$ cat config.mk
export PLATFORM = sky130hd
export DESIGN_NAME = pipe_stage_elastic_flat
export DESIGN_NICKNAME = d
export VERILOG_FILES = /design/src/rtl/pipe_stage_elastic_pkg.sv /design/src/rtl/pipe_stage_elastic_if.sv /design/src/rtl/pipe_stage_elastic_entry.sv /design/src/rtl/pipe_stage_elastic.sv /design/src/flat_wrapper.sv
export SDC_FILE = /design/constraint.sdc
export NUM_CORES = 1
export LEC_CHECK = 0
export ABC_AREA = 1
export BUFFER_PORTS_ARGS = -buffer_cell sky130_fd_sc_hd__buf_2
export CORE_MARGIN = 2
export CORE_UTILIZATION = 49
export DETAILED_ROUTE_END_ITERATION = 7
export PLACE_DENSITY = 0.87
export SLEW_MARGIN = 20
export SYNTH_ARGS = -nofsm -noshare
export SYNTH_HDL_FRONTEND = slang
export SYNTH_SLANG_ARGS = --single-unit
$ cat constraint.sdc
create_clock -name CLK -period 1.3 [get_ports CLK]
set_clock_uncertainty 0.15 [all_clocks]
set_input_delay 0.26 -clock CLK [delete_from_list [all_inputs] [get_ports CLK]]
set_output_delay 0.26 -clock CLK [all_outputs]
set_load 0.1 [all_outputs]
$ cat src/rtl/pipe_stage_elastic_pkg.sv
// Shared types for the 5-stage MIPS pipeline registers.
package pipe_types_pkg;

  localparam logic [31:0] NOP_INSTR = 32'h0000_0000;

  typedef logic [1:0] occ_t;

  typedef struct packed {
    logic [31:0] instr;
    logic [31:0] pc_plus4;
  } if_id_t;

  typedef struct packed {
    logic [31:0] rs_val;
    logic [31:0] rt_val;
    logic [31:0] imm;
    logic [4:0]  rd;
    logic [3:0]  alu_op;
    logic        reg_write;
    logic        mem_read;
    logic        mem_write;
  } id_ex_t;

  typedef struct packed {
    logic [31:0] alu_res;
    logic [31:0] store_val;
    logic [4:0]  rd;
    logic        reg_write;
    logic        mem_read;
    logic        mem_write;
  } ex_mem_t;

  typedef struct packed {
    logic [31:0] wb_val;
    logic [4:0]  rd;
    logic        reg_write;
  } mem_wb_t;

endpackage

$ cat src/rtl/pipe_stage_elastic_if.sv
// Valid/ready handshake bundle around one pipeline stage.
interface pipe_stage_elastic_if #(
  parameter int unsigned WIDTH = 32
);
  logic             valid_i;
  logic [WIDTH-1:0] data_i;
  logic             ready_o;
  logic             valid_o;
  logic [WIDTH-1:0] data_o;
  logic             ready_i;

  // Stage side: consumes the upstream push, produces the downstream payload.
  modport slave (
    input  valid_i, data_i, ready_i,
    output ready_o, valid_o, data_o
  );

  // Environment side: drives upstream push and downstream ready.
  modport master (
    output valid_i, data_i, ready_i,
    input  ready_o, valid_o, data_o
  );
endinterface

$ cat src/rtl/pipe_stage_elastic_entry.sv
// One valid+data register slot with clear (to NOP), load and invalidate.
module pipe_entry #(
  parameter int unsigned      WIDTH   = 32,
  parameter logic [WIDTH-1:0] NOP_VAL = '0
) (
  input  logic             CLK,
  input  logic             nRST,
  input  logic             clear,
  input  logic             load,
  input  logic             inval,
  input  logic [WIDTH-1:0] d,
  output logic             v,
  output logic [WIDTH-1:0] q
);

  // Clear beats load beats invalidate; invalidate keeps the stale data.
  always_ff @(posedge CLK or negedge nRST) begin
    if (!nRST) begin
      v <= 1'b0;
      q <= NOP_VAL;
    end else if (clear) begin
      v <= 1'b0;
      q <= NOP_VAL;
    end else if (load) begin
      v <= 1'b1;
      q <= d;
    end else if (inval) begin
      v <= 1'b0;
    end
  end

endmodule

$ cat src/rtl/pipe_stage_elastic.sv
// Elastic pipeline register: head entry plus optional skid entry,
// valid/ready handshake, legacy EN freeze and flush.
module pipe_stage_elastic
  import pipe_types_pkg::*;
#(
  parameter int unsigned      WIDTH   = 32,
  parameter bit               SKID    = 1'b1,
  parameter logic [WIDTH-1:0] NOP_VAL = '0
) (
  input  logic                  CLK,
  input  logic                  nRST,
  input  logic                  EN,
  input  logic                  flush,
  pipe_stage_elastic_if.slave   bus,
  output occ_t                  occ_o
);

  logic             main_v, skid_v;
  logic [WIDTH-1:0] main_d, skid_d, main_din;
  logic             main_load, main_clr, main_inval;
  logic             skid_load, skid_clr, skid_inval;
  logic             ready, in_fire, out_fire;

  // With a skid slot ready depends only on state; without one it looks through to ready_i.
  // nRST gates it so nothing is advertised while the stage is held in reset.
  assign ready    = SKID ? (nRST & EN & ~skid_v)
                         : (nRST & EN & (~main_v | bus.ready_i));
  assign in_fire  = bus.valid_i & ready & ~flush;
  assign out_fire = main_v & bus.ready_i & EN;

  assign bus.ready_o = ready;
  assign bus.valid_o = main_v;
  assign bus.data_o  = main_d;
  assign occ_o       = {1'b0, main_v} + {1'b0, skid_v};

  // Next-state control: flush > freeze > normal FIFO advance.
  always_comb begin
    main_load  = 1'b0;
    main_clr   = 1'b0;
    main_inval = 1'b0;
    skid_load  = 1'b0;
    skid_clr   = 1'b0;
    skid_inval = 1'b0;
    main_din   = bus.data_i;
    if (flush) begin
      main_clr = 1'b1;
      skid_clr = 1'b1;
    end else if (EN) begin
      if (!main_v || out_fire) begin
        if (skid_v) begin
          main_load = 1'b1;
          main_din  = skid_d;
          if (in_fire) skid_load  = 1'b1;
          else         skid_inval = 1'b1;
        end else if (in_fire) begin
          main_load = 1'b1;
        end else begin
          main_inval = 1'b1;
        end
      end else if (in_fire) begin
        skid_load = 1'b1;
      end
    end
  end

  pipe_entry #(.WIDTH(WIDTH), .NOP_VAL(NOP_VAL)) u_main (
    .CLK   (CLK),
    .nRST  (nRST),
    .clear (main_clr),
    .load  (main_load),
    .inval (main_inval),
    .d     (main_din),
    .v     (main_v),
    .q     (main_d)
  );

  generate
    if (SKID) begin : g_skid
      pipe_entry #(.WIDTH(WIDTH), .NOP_VAL(NOP_VAL)) u_skid (
        .CLK   (CLK),
        .nRST  (nRST),
        .clear (skid_clr),
        .load  (skid_load),
        .inval (skid_inval),
        .d     (bus.data_i),
        .v     (skid_v),
        .q     (skid_d)
      );
    end else begin : g_no_skid
      logic unused_skid_ctl;
      assign skid_v          = 1'b0;
      assign skid_d          = NOP_VAL;
      assign unused_skid_ctl = ^{skid_load, skid_clr, skid_inval};
    end
  endgenerate

endmodule

$ cat src/flat_wrapper.sv
// flat-port wrapper written by rule: the top's interface ports become plain ports
module pipe_stage_elastic_flat import pipe_types_pkg::*;
#(
  parameter int unsigned      WIDTH   = 32,
  parameter bit               SKID    = 1'b1,
  parameter logic [WIDTH-1:0] NOP_VAL = '0
)
  (CLK, nRST, EN, flush, occ_o, bus_valid_i, bus_data_i, bus_ready_i, bus_ready_o, bus_valid_o, bus_data_o);
  pipe_stage_elastic_if #(.WIDTH(WIDTH)) bus_i ();
  input  logic CLK;
  input  logic nRST;
  input  logic EN;
  input  logic flush;
  output occ_t occ_o;
  input wire logic [$bits(bus_i.valid_i)-1:0] bus_valid_i;
  input wire logic [$bits(bus_i.data_i)-1:0] bus_data_i;
  input wire logic [$bits(bus_i.ready_i)-1:0] bus_ready_i;
  output wire logic [$bits(bus_i.ready_o)-1:0] bus_ready_o;
  output wire logic [$bits(bus_i.valid_o)-1:0] bus_valid_o;
  output wire logic [$bits(bus_i.data_o)-1:0] bus_data_o;
  assign bus_i.valid_i = bus_valid_i;
  assign bus_i.data_i = bus_data_i;
  assign bus_i.ready_i = bus_ready_i;
  assign bus_ready_o = bus_i.ready_o;
  assign bus_valid_o = bus_i.valid_o;
  assign bus_data_o = bus_i.data_o;
  pipe_stage_elastic #(.WIDTH(WIDTH), .SKID(SKID), .NOP_VAL(NOP_VAL)) u_core (.CLK(CLK), .nRST(nRST), .EN(EN), .flush(flush), .bus(bus_i), .occ_o(occ_o));
endmodule
==> results.txt <==
- Proportion of power drawn by flip-flops and latches: 43.8%
- Area of all placed cells without fillers: between 5000 and 6000 sq um
- Data arrives at the worst endpoint at 1.88 ns.
* All-Layer GR Usage: ~37%
* Number of distinct library cells after synthesis: 19
- The worst register-to-register path begins at u_core.u_main.v.
- Summed over all nets, the switching power comes to 1.33 mW.
- Pin count of the biggest net entering global routing: 67
* Net count, final: between 500 and 600
- The synthesized design contains 66 register bits.
- The number of antenna violations at the first check in global routing is 0.
- Top achievable clock speed: around 570 MHz
- The total count of hold-check failures in the final report came to 22.
* Status: finished, violations left
- For flop-to-flop paths, the worst setup slack is -0.45 ns.
- The worst register-to-register path ends at u_core.u_main.q[9].
- Yosys printed 0 warnings.
- The worst path uses 135% of the clock period.
- Place WS: -0.307 ns
- Largest vdd supply drop: 0.875 mV
- The H-tree was split into 3 levels.
* Sequential fraction of the synthesis area: 51.1%
* Synthesis-to-finish area growth: 73.7%
- For this design, the sink count on the clock tree is 66.
- Critical path's slowest cell: sky130_fd_sc_hd__dfrtp_4
* Post-synthesis cell count: 408
* Number of cells on the critical path: 8
* Average routed wire per standard cell: 25.5 microns
* Root buf cell: sky130_fd_sc_hd__clkbuf_8
- Share of post-route cells with drive strength above 1: 49.3%
* Initial core utilization: approximately 51%
* Internal power summed over all cells: between 3 and 4 mW
- Counting I/O delays and the setup requirement, the final critical path takes 1.75 ns.
- The later pin in the worst-skew pair is clocked with a latency of around 0.36 ns.
- In this design, the stage delay of the slowest critical-path cell is 0.50 ns.
* Cell Area, Placed: 4560 sq um
- Traced cell by cell, the critical path runs through buf_4, a21boi_4, nand2_4, nor2_4, buf_12, buf_12, nand2_1, nand2_1.
* Clock tree from TritonCTS: built
* Placement row count: 29
* Switching part of the total power: between 20% and 30%
* Clock edge transition at the registers on the reported setup and hold paths: 0.07 ns
- The first global-routing pass estimated 20400 microns of wire.
* Failing checks: negative hold slack, negative setup slack
- When the netlist entered floorplanning its net count stood at between 400 and 500.
- The die covers 7260 sq um.
- For the pin with the worst max-slew slack, the measured transition is 0.874 ns.
* Count of antenna diodes in the layout: 0
- Headroom to the max-slew limit came out at a little over two fifths.
* Total routed wirelength: between 15000 and 20000 microns
- The die is 85.2 microns wide.
- Remaining DRCs: 0
- The share of total power dissipated in the clock network is 42.2%.
- Once routing completed, OpenROAD measured the worst setup slack at -0.451 ns.
- The critical path contains buffers and inverters numbering 3 combined.
- The synthesized netlist occupies a cell area of 3230 sq um.
- Maxcap violations: 0
- Min-delay worst type: in2async
- Vias per cell: 6.91
- Static power due to leakage: between 2 and 3 nW
* Worst EP required: about 1.4 ns
- Post-route worst hold slack: -0.0310 ns
- The worst setup path is captured at a flop.
- The detailed router finished its first iteration with 753 violations.
* Most frequent standard cell in the layout excluding fill and tap cells: sky130_fd_sc_hd__nand2_1
* ANT nets after route: 0
- In this run the tool buffered the top-level ports with 73 buffer cells.
- A synthesized cell averages 7.92 sq um.
* RSZ-0062 raised after global routing: true
- Share of total power in combinational logic: ~14%
- Maximum net fanout on the critical path: 7
- Critical path's top delay family: flip-flops
- Placeable core area: 6350 sq um
* Number of detailed-route iterations in the first pass: 8
* Number of slew-limit violations in the final report: 0
* Io pins: 74
- R2R cell count: 8
- CTS Buf Count: 9
- At the end of routability-driven placement, the weighted congestion stood at ~0.9.
* HPWL reported at the end of detailed placement: slightly below 6000 microns
* Sort of element at the start of the critical path: flop
- Clk buf depth: 2
* Power density relative to cell area: 848 nW/um^2
* Vias: 4174
- The layout has 229 filler cells.
- Via count of the first global-routing pass: 3826
- Setup violations remaining at the end of the flow were counted as 102.
* Leftover overflow at the end of global routing: 0
- Commonest cells after routing, fill and taps aside: sky130_fd_sc_hd__nand2_1 (150), sky130_fd_sc_hd__buf_12 (49), sky130_fd_sc_hd__nand3_1 (48)
- The critical path in this run is classified as reg2reg.
* Overall die height: 85.2 microns
[kinds of logic (layout without fill, tap and decap cells)]
kind of cell	count (synthesis)	in the layout	share of synthesized area, %
buffers and inverters	38	153	5.66
adders and majority gates	1	1	0.387
DFF	66	66	51.1
AOI/OAI and AO/OA	4	4	0.891
and+or+nand+nor	299	303	41.9
[power groups by stage]
stage,clock network [mW],logic (mW),registers [mW]
finish,2.01,0.664,2.09
global route,2.05,0.684,2.09
CTS,1.94,0.591,2.09
detailed placement,0,0.507,2.13
global placement,0,0.497,2.13
floorplan,0,0.170,2.21
[per-stage QoR]
step                power (mW)  hold WS (ns)  TNS (ns)  cells  utilization [%]
finish                    4.76       -0.0310    -25.65    604             88.4
floorplan                 2.38        -0.186    -14.37    408                -
global placement          2.62         0.337    -14.37    546             71.7
detailed placement        2.63         0.346    -17.99    546             71.7
global route              4.82       0.00901    -27.87    604             88.4
CTS                       4.62       0.00257    -21.70    589             83.7
[worst max path at each step]
stage,from,endpoint,slack [ns]
2_1_floorplan,u_core.g_skid.u_skid.v,bus_ready_o,-0.27
3_3_place_gp,EN,u_core.u_main.q[19],-0.23
3_5_place_dp,flush,u_core.g_skid.u_skid.q[5],-0.31
4_1_cts,u_core.u_main.v,occ_o[0],-0.41
5_1_grt,u_core.u_main.v,u_core.u_main.q[6],-0.45
6_report,u_core.u_main.v,u_core.u_main.q[9],-0.45
[layer usage]
metal	vias to the layer above	global-route usage (%)	share of wire, %
met5	-	0	0
met4	0	23.4	9.8
met3	160	8.95	12
met2	483	58.7	46
met1	1929	46.0	33
li1	1602	-	-
[cell type report]
type                    instances  area [sq um]  share of cell area (%)
clock buffers                  11           141                    2.52
inverters                       2          20.0                   0.357
flip-flops and latches         66          1700                    30.2
well taps                      77          96.3                    1.72
clock inverters                 5          77.6                    1.38
multi-input cells             308          1910                    34.0
repair buffers                135          1670                    29.8
[cells in the mapped netlist]
| cell | n | area [sq um] |
|---|---|---|
| sky130_fd_sc_hd__buf_2 | 20 | 100 |
| sky130_fd_sc_hd__o21ai_0 | 1 | 5.00 |
| sky130_fd_sc_hd__inv_2 | 1 | 3.75 |
| sky130_fd_sc_hd__a21boi_2 | 1 | 11.3 |
| sky130_fd_sc_hd__a21oi_1 | 1 | 5.00 |
| sky130_fd_sc_hd__nor2_1 | 1 | 3.75 |
| sky130_fd_sc_hd__buf_4 | 4 | 30.0 |
| sky130_fd_sc_hd__inv_1 | 1 | 3.75 |
| sky130_fd_sc_hd__nand4_1 | 32 | 200 |
| sky130_fd_sc_hd__ha_1 | 1 | 12.5 |
| sky130_fd_sc_hd__nand2_2 | 4 | 25.0 |
| sky130_fd_sc_hd__nor3_4 | 1 | 16.3 |
| sky130_fd_sc_hd__nand3_1 | 97 | 485 |
| sky130_fd_sc_hd__buf_1 | 3 | 11.3 |
| sky130_fd_sc_hd__o21bai_1 | 1 | 7.51 |
| sky130_fd_sc_hd__nor2_4 | 1 | 11.3 |
| sky130_fd_sc_hd__dfrtp_1 | 66 | 1650 |
| sky130_fd_sc_hd__clkbuf_1 | 9 | 33.8 |
| sky130_fd_sc_hd__nand2_1 | 163 | 612 |
[registers in the layout (all words and copies together), names as in the netlist]
| register | flops |
|---|---|
| u_core.u_main.q | 32 |
| u_core.g_skid.u_skid.q | 32 |
| u_core.u_main.v | 1 |
| u_core.g_skid.u_skid.v | 1 |
[what timing repair did]
action,in CTS,in global routing
pin swaps,8,18
cloned,9,3
resized for setup,36,42
setup endpoints to repair,102,102
endpoints found under the hold margin,4,0
buffers inserted,14,16
hold buffers,4,0
(Power assumes the default switching activity.)
